`src/rtl/gcd_pkg.sv`:
```
// Shared types and default sizes for the subtractive-Euclid GCD engine.
package gcd_pkg;

  localparam int GCD_WIDTH = 16;
  localparam int GCD_CNT_W = 16;

  typedef enum logic [1:0] {
    IDLE = 2'd0,
    CALC = 2'd1,
    DONE = 2'd2
  } gcd_state_e;

endpackage

```
`src/rtl/gcd_step.sv`:
```
// One combinational compare-and-subtract step of subtractive Euclid.
module gcd_step #(
  parameter int WIDTH = 16
) (
  input  logic [WIDTH-1:0] a,
  input  logic [WIDTH-1:0] b,
  output logic [WIDTH-1:0] a_next,
  output logic [WIDTH-1:0] b_next,
  output logic             eq,
  output logic             gt
);

  // Only the larger operand is reduced, so the subtraction never borrows.
  always_comb begin
    eq     = (a == b);
    gt     = (a > b);
    a_next = gt ? (a - b) : a;
    b_next = (!gt && !eq) ? (b - a) : b;
  end

endmodule

```
`src/rtl/gcd_engine.sv`:
```
// Self-sequencing GCD unit: operand handshake in, subtractive Euclid, result handshake out.
module gcd_engine
  import gcd_pkg::*;
#(
  parameter int WIDTH = GCD_WIDTH,
  parameter int CNT_W = GCD_CNT_W
) (
  input  logic             clk,
  input  logic             rst,
  input  logic             in_valid,
  output logic             in_ready,
  input  logic [WIDTH-1:0] a_in,
  input  logic [WIDTH-1:0] b_in,
  output logic             out_valid,
  input  logic             out_ready,
  output logic [WIDTH-1:0] gcd_out,
  output logic [CNT_W-1:0] iter_count,
  output logic             busy
);

  // Handshakes: a transfer happens on a rising edge where valid and ready are
  // both high; valid never drops before that edge, and ready is only high in
  // IDLE (input side) / valid only high in DONE (output side).

  localparam logic [CNT_W-1:0] CNT_MAX = '1;

  gcd_state_e       state_q, state_d;
  logic [WIDTH-1:0] a_q, b_q, gcd_q;
  logic [WIDTH-1:0] a_next, b_next;
  logic [CNT_W-1:0] cnt_q;
  logic             eq, gt;
  logic             accept, zero_op;

  gcd_step #(.WIDTH(WIDTH)) u_step (
    .a      (a_q),
    .b      (b_q),
    .a_next (a_next),
    .b_next (b_next),
    .eq     (eq),
    .gt     (gt)
  );

  assign in_ready   = (state_q == IDLE) & ~rst;
  assign accept     = in_valid & in_ready;
  assign zero_op    = (a_in == '0) | (b_in == '0);
  assign busy       = (state_q == CALC);
  assign out_valid  = (state_q == DONE);
  assign gcd_out    = gcd_q;
  assign iter_count = cnt_q;

  always_ff @(posedge clk or posedge rst) begin
    if (rst) state_q <= IDLE;
    else     state_q <= state_d;
  end

  always_comb begin
    state_d = state_q;
    case (state_q)
      IDLE:    if (accept) state_d = zero_op ? DONE : CALC;
      CALC:    if (eq) state_d = DONE;
      DONE:    if (out_ready) state_d = IDLE;
      default: state_d = IDLE;
    endcase
  end

  always_ff @(posedge clk or posedge rst) begin
    if (rst) begin
      a_q   <= '0;
      b_q   <= '0;
      gcd_q <= '0;
      cnt_q <= '0;
    end else begin
      case (state_q)
        IDLE: begin
          if (accept) begin
            a_q   <= a_in;
            b_q   <= b_in;
            cnt_q <= '0;
            // A zero operand short-circuits: the other operand is the answer.
            if (zero_op) gcd_q <= a_in | b_in;
          end
        end
        CALC: begin
          if (eq) begin
            gcd_q <= a_q;
          end else begin
            if (gt) a_q <= a_next;
            else    b_q <= b_next;
            if (cnt_q != CNT_MAX) cnt_q <= cnt_q + 1'b1;
          end
        end
        default: ;
      endcase
    end
  end

endmodule
```
`config.mk`:
```
export PLATFORM = sky130hd
export DESIGN_NAME = gcd_engine
export DESIGN_NICKNAME = d
export VERILOG_FILES = /design/src/rtl/gcd_pkg.sv /design/src/rtl/gcd_step.sv /design/src/rtl/gcd_engine.sv
export SDC_FILE = /design/constraint.sdc
export NUM_CORES = 1
export LEC_CHECK = 0
export CORE_MARGIN = 5
export CORE_UTILIZATION = 48
export CTS_CLUSTER_DIAMETER = 200
export DETAILED_ROUTE_END_ITERATION = 16
export PLACE_DENSITY_LB_ADDON = 0.15
export SYNTH_ARGS = -nofsm -noshare
export SYNTH_HDL_FRONTEND = slang
export SYNTH_HIERARCHICAL = 1
export SYNTH_SLANG_ARGS = --single-unit
export TNS_END_PERCENT = 50
```
`constraint.sdc`:
```
create_clock -name clk -period 3.7 [get_ports clk]
set_input_delay 0.74 -clock clk [delete_from_list [all_inputs] [get_ports clk]]
set_output_delay 0.74 -clock clk [all_outputs]
set_load 0.005 [all_outputs]
```
==> metrics.yaml, run 1 <==
outcome: "finished clean"
fin_skew_ns: 0.007842
cts.htree.levels: 3
slowest_delay_ns: 0.76
drive_gt1_frac: 0.08356
grt.overflow.total: 0
synthDistinctLibCells: 70
synth.avg_cell_area_um2: 8.043
post_cts_resize_count: 0
antenna_cells: 0
yosys_warnings: 6
ant_nets: 0
synthCells: 679
synth_edf_count: 0
worstSkewPairLatency_ns: 0.33
route.detailed.drc: 0
cts_tree: "yes"
clock-sinks: 66
crit_path_start_kind: "flip-flop"
clk_pin_slew_ns: 0.06
seq_area_frac_synth: 0.3024
io_pins: 71
critical_path.top_delay_family: "compound AO/OA/AOI/OAI gates"
fillers: 1039
gp_congestion: 1.039
io_buffers: 70
utilization: 0.5776
cp_common_cell: "inv_1"
fp.dieW_um: 116.7
first_pass_iters: 7
synth_seq_cells: 66
finalSetupViolations: 0
viasPerCell: 6.047
maxCapViolCount: 0
critical_path_required_ns: 3.94
dieArea_um2: 13610
slowest_stage: "a21oi_2"
vias: 5352
period_share: 0.9331
async_reset_ff_frac: 1.000
grt_max_degree: 51
crit_buf_inv: 3
first_global_vias: 5119
synth-main-ff-cell: "dfrtp_1"
area_growth_pct: 19.22
syn_nets: 749
post_cts_buffers: 0
drv_slew: 0
antenna_found_initial: 0
min_period_ns: 3.453
cts_buffers: 9
wire_per_inst_um: 18.54
hold_class: "reg -> reg"
grt_usage: 0.2481
criticalPathCategory: "reg -> reg"
hold_viol_final: 0
std_cell_rows: 39
nets: 807
worst_slew_pin_slew_ns: 0.9557
dp_hpwl_mm: 12.68
path_cells: "inv_1 > ha_1 > fa_1 > and2b_1 > o31ai_2 > a2111o_1 > and2_1 > or2_1 > inv_1 > a21oi_2 > buf_4 > nor2_1 > a31oi_1"
tns_ns: 0
die_y_um: 116.7
wl_mm: 16.41
fmax_ghz: 0.2896
drtIter0Drc: 571
cp_max_fo: 19
grt_pass1_wl_mm: 26.53
syn_area_um2: 5461
arrival_ns: 3.69
postCtsHoldBufs: 0
root_buffer: "clkbuf_16"
rsz0062_at_grt: "false"
core_area_um2: 11270
max_slew_margin: 0.3629
ctsLongestPathBuffers: 2
initial_core_util: 0.4845
end_kind: "flip-flop"
[layout by cell type, fill, tap and decap left out, drive strengths merged, types with 10 or more instances in the layout]
cell	instances
xnor2	11
clkdlybuf4s50	70
ha	32
inv	40
buf	17
nand2	120
a31oi	39
o21ai	67
nor4	10
o31ai	11
nand3	12
a21o	17
clkbuf	11
mux2	17
dfrtp	66
mux2i	16
nor2	49
a21oi	24
xor2	12
[per-layer routing]
metal	GRT usage	share of wire	vias up
met1	0.3430	0.44	2560
met2	0.3924	0.46	236
met3	0.04663	0.066	37
met5	0	0	-
li1	-	-	2519
met4	0.08257	0.031	0
[stage by stage]
stage	setup WS (ns)	area [µm²]	hold WS [ns]	instances
floorplan	0.6606	5461	0.4855	679
global placement	0.4839	6238	0.4834	869
detailed placement	0.3315	6238	0.4891	869
CTS	0.3114	6511	0.5012	885
global route	0.03577	6511	0.5288	885
finish	0.2475	6511	0.4946	885
[path summary, 6_finish.rpt]
| check | startpoint | to | slack (ns) | cells after the start |
|---|---|---|---|---|
| setup / recovery | a_q[0] | b_q[11] | 0.25 | 13 |
| hold / removal | iter_count[6] | iter_count[6] | 0.49 | 1 |
| setup reg to reg | a_q[0] | b_q[11] | 0.25 | 13 |
| hold reg to reg | iter_count[6] | iter_count[6] | 0.49 | 1 |
| max in group asynchronous | rst | b_q[5] | 2.09 | 3 |
| min in group asynchronous | rst | iter_count[15] | 0.85 | 2 |
[final cells by class]
class	count	area (µm²)	area share
Multi-Input combinational cell	533	3430	0.5267
Sequential cell	66	1652	0.2537
Clock buffer	11	242.7	0.03728
Inverter	40	150.1	0.02306
Clock inverter	5	30.03	0.004612
Timing Repair Buffer	87	828.3	0.1272
Tap cell	143	178.9	0.02748
[flip-flops by register name (all words and copies together), names as in the netlist]
| register | flops |
|---|---|
| gcd_out | 16 |
| a_q | 16 |
| iter_count | 16 |
| state_q | 2 |
| b_q | 16 |
[cells in the mapped netlist (all sizes together), types with 5 or more instances]
library cell / count / area, µm²
a31oi: 39 / 244.0
inv: 40 / 150.1
o31ai: 11 / 87.58
ha: 32 / 400.4
mux2i: 16 / 160.2
nor2: 49 / 193.9
nand4: 9 / 56.30
nor4: 10 / 77.57
o21a: 7 / 52.55
a211oi: 5 / 37.54
nor3: 9 / 45.04
a21o: 17 / 127.6
mux2: 17 / 225.2
and3: 8 / 50.05
xor2: 12 / 105.1
nand3: 12 / 72.57
a21oi: 24 / 135.1
nand2b: 9 / 56.30
and2: 8 / 52.56
xnor2: 11 / 96.34
o21ai: 67 / 335.3
buf: 25 / 172.7
clkbuf: 15 / 57.55
dfrtp: 66 / 1652
nand2: 120 / 452.9
[logic make-up (layout without fill, tap and decap cells)]
kind of cell	after synthesis	after routing	share of synthesized area
simple gates	250	250	0.2156
flops	66	66	0.3024
mux	33	33	0.07056
compound gates	193	193	0.2243
buf+inv	80	143	0.06964
xor+xnor	23	23	0.03688
fa+ha+maj	34	34	0.08064
Power of run 1 is not shown: default switching activity piles up to over one toggle a cycle in this logic, so the estimate is an artifact.
==> run 2: changes to the inputs <==
--- a/config.mk
+++ b/config.mk
@@ -6,7 +6,7 @@
 export NUM_CORES = 1
 export LEC_CHECK = 0
 export CORE_MARGIN = 5
-export CORE_UTILIZATION = 48
+export CORE_UTILIZATION = 40
 export CTS_CLUSTER_DIAMETER = 200
 export DETAILED_ROUTE_END_ITERATION = 16
 export PLACE_DENSITY_LB_ADDON = 0.15
==> run 2 against run 1 <==
  * Cell area grew 1.5%
  * Setup slack gained 0.17 ns
  * Via count shrank 3.6%
  * Clock-buffer cell count is the same
  * Global-route usage shrank 4.5 points
  * Die area grew 18%
  * Critical path type unchanged
  * Largest cell class unchanged
==> metrics.yaml, run 2 (same netlist as run 1, synthesis figures left out) <==
outcome: "finished clean"  # unchanged
worst_slew_pin_slew_ns: 0.8712  # was 0.9557 ns
met1_usage: 0.2729  # was 0.3430
wl_mm: 16.44  # was 16.41 mm
postCtsHoldBufs: 0  # unchanged
cp-endpoint: "a_q[13]"  # was b_q[11]
fp.dieW_um: 126.9  # was 116.7 µm
area_growth_pct: 20.99  # was 19.22%
clk_pin_slew_ns: 0.06  # about the same
drv_slew: 0  # unchanged
first_global_vias: 5053  # was 5119
wire_per_inst_um: 17.91  # was 18.54 µm
antenna_cells: 0  # unchanged
fillers: 1316  # was 1039
grt_max_degree: 67  # was 51
viasPerCell: 5.621  # was 6.047
min_period_ns: 3.281  # was 3.453 ns
first_pass_iters: 5  # was 7
fmax_ghz: 0.3048  # was 0.2896 GHz
critical_path_required_ns: 3.95  # was 3.94 ns
ant_nets: 0  # unchanged
root_buffer: "clkbuf_16"  # unchanged
dieArea_um2: 16090  # was 13610 µm²
worstReg2RegEnd: "a_q[13]"  # was b_q[11]
io_buffers: 70  # unchanged
tns_ns: 0  # unchanged
io_pins: 71  # unchanged
hold_viol_final: 0  # unchanged
utilization: 0.4970  # was 0.5776
post_cts_buffers: 0  # unchanged
maxCapViolCount: 0  # unchanged
crit-reg2reg-launch: "a_q[0]"  # unchanged
dpl_worst_slack_ns: 0.4433  # was 0.3315 ns
antenna_found_initial: 0  # unchanged
route.detailed.drc: 0  # unchanged
worstSkewPairLatency_ns: 0.34  # was 0.33 ns
clock-sinks: 66  # unchanged
crit_path_start_kind: "flip-flop"  # unchanged
reg2reg_depth: 14  # was 13
hold_slack_ns: 0.4961  # was 0.4946 ns
cts_buffers: 9  # unchanged
dp_hpwl_mm: 12.70  # was 12.68 mm
finalSetupViolations: 0  # unchanged
layout_common_cells: "119 x nand2_1, 70 x clkdlybuf4s50_1, 66 x dfrtp_1"  # unchanged
post_cts_resize_count: 0  # unchanged
cts.htree.levels: 3  # unchanged
use_met2: 0.3244  # was 0.3924
period_share: 0.8868  # was 0.9331
vias: 5160  # was 5352
grt_pass1_wl_mm: 26.39  # was 26.53 mm
max_slew_margin: 0.4192  # was 0.3629
grt.overflow.total: 0  # unchanged
ctsLongestPathBuffers: 2  # unchanged
end_kind: "flip-flop"  # unchanged
criticalPathCategory: "reg -> reg"  # unchanged
hold_class: "reg -> reg"  # unchanged
core_area_um2: 13300  # was 11270 µm²
std_cell_rows: 42  # was 39
drtIter0Drc: 393  # was 571
cp_max_fo: 24  # was 19
arrival_ns: 3.54  # was 3.69 ns
grt_usage: 0.2026  # was 0.2481
fin_skew_ns: 0.007137  # was 0.007842 ns
setup_ws_ns: 0.4187  # was 0.2475 ns
initial_core_util: 0.4108  # was 0.4845
grt-busiest-layer: "met2"  # unchanged
drive_gt1_frac: 0.08356  # unchanged
crit_path_start: "a_q[0]"  # unchanged
grtUsageMet3: 0.04077  # was 0.04663
die_y_um: 126.9  # was 116.7 µm
rrSetupSlack_ns: 0.42  # was 0.25 ns
cts_tree: "yes"  # unchanged
layout_commonest_cell: "nand2_1"  # unchanged
rsz0062_at_grt: "false"  # unchanged
nets: 807  # unchanged
gp_congestion: 0.9905  # was 1.039
-- run 2: cell count changes in the layout (fill, tap and decap cells not counted), sizes merged --
cell,delta
clkinv,-3
clkinvlp,-1
bufinv,+2
inv,+2
-- run 2: cell type report --
cell class,count,area (µm²),area share
inverter,40,150.1,0.02272
clock buffer,11,242.7,0.03674
timing repair buffer,87,828.3,0.1254
clock inverter,5,85.08,0.01288
multi-input combinational,533,3430,0.5190
sequential,66,1652,0.2500
tap,176,220.2,0.03333
-- run 2: per-layer routing --
layer  part of all wire  up-vias
met3              0.055       28
met4              0.026        0
met5                  0        -
met1               0.46     2458
met2               0.46      155
li1                   -     2519
-- run 2: worst min path at each step --
stage                               from        endpoint  depth (start not counted)
after CTS                 iter_count[14]  iter_count[14]                          1
after floorplan           iter_count[14]  iter_count[14]                          1
after detailed placement  iter_count[14]  iter_count[14]                          1
after global placement    iter_count[14]  iter_count[14]                          1
final                     iter_count[14]  iter_count[14]                          1
after global routing      iter_count[14]  iter_count[14]                          1
-- run 2: stage by stage --
| stage | instance area (µm²) | instances |
|---|---|---|
| 2_1_floorplan | 5461 | 679 |
| 3_3_place_gp | 6280 | 902 |
| 3_5_place_dp | 6280 | 902 |
| 4_1_cts | 6608 | 918 |
| 5_1_grt | 6608 | 918 |
| 6_report | 6608 | 918 |
-- run 2: worst max-delay path, stage by stage (launching register included) --
cell and delay (ns):
dfrtp_1 0.41, inv_1 0.06, ha_1 0.22, fa_1 0.40, and2b_1 0.24, o31ai_2 0.10, a2111o_1 0.39, and2_1 0.25
or2_1 0.35, inv_1 0.12, nor2_1 0.06, nor2_2 0.12, buf_4 0.26, nor2_1 0.06, a31oi_1 0.15
Power of run 2 is left out for the same reason.
==> run 3: changes to the inputs <==
--- a/config.mk
+++ b/config.mk
@@ -9,6 +9,7 @@
 export CORE_UTILIZATION = 40
 export CTS_CLUSTER_DIAMETER = 200
 export DETAILED_ROUTE_END_ITERATION = 16
+export HOLD_SLACK_MARGIN = 0.03
 export PLACE_DENSITY_LB_ADDON = 0.15
 export SYNTH_ARGS = -nofsm -noshare
 export SYNTH_HDL_FRONTEND = slang
==> results of run 3 <==
Same layout as run 2: the final DEF is identical, and so are final timing and power.
Power of run 3 is left out for the same reason.
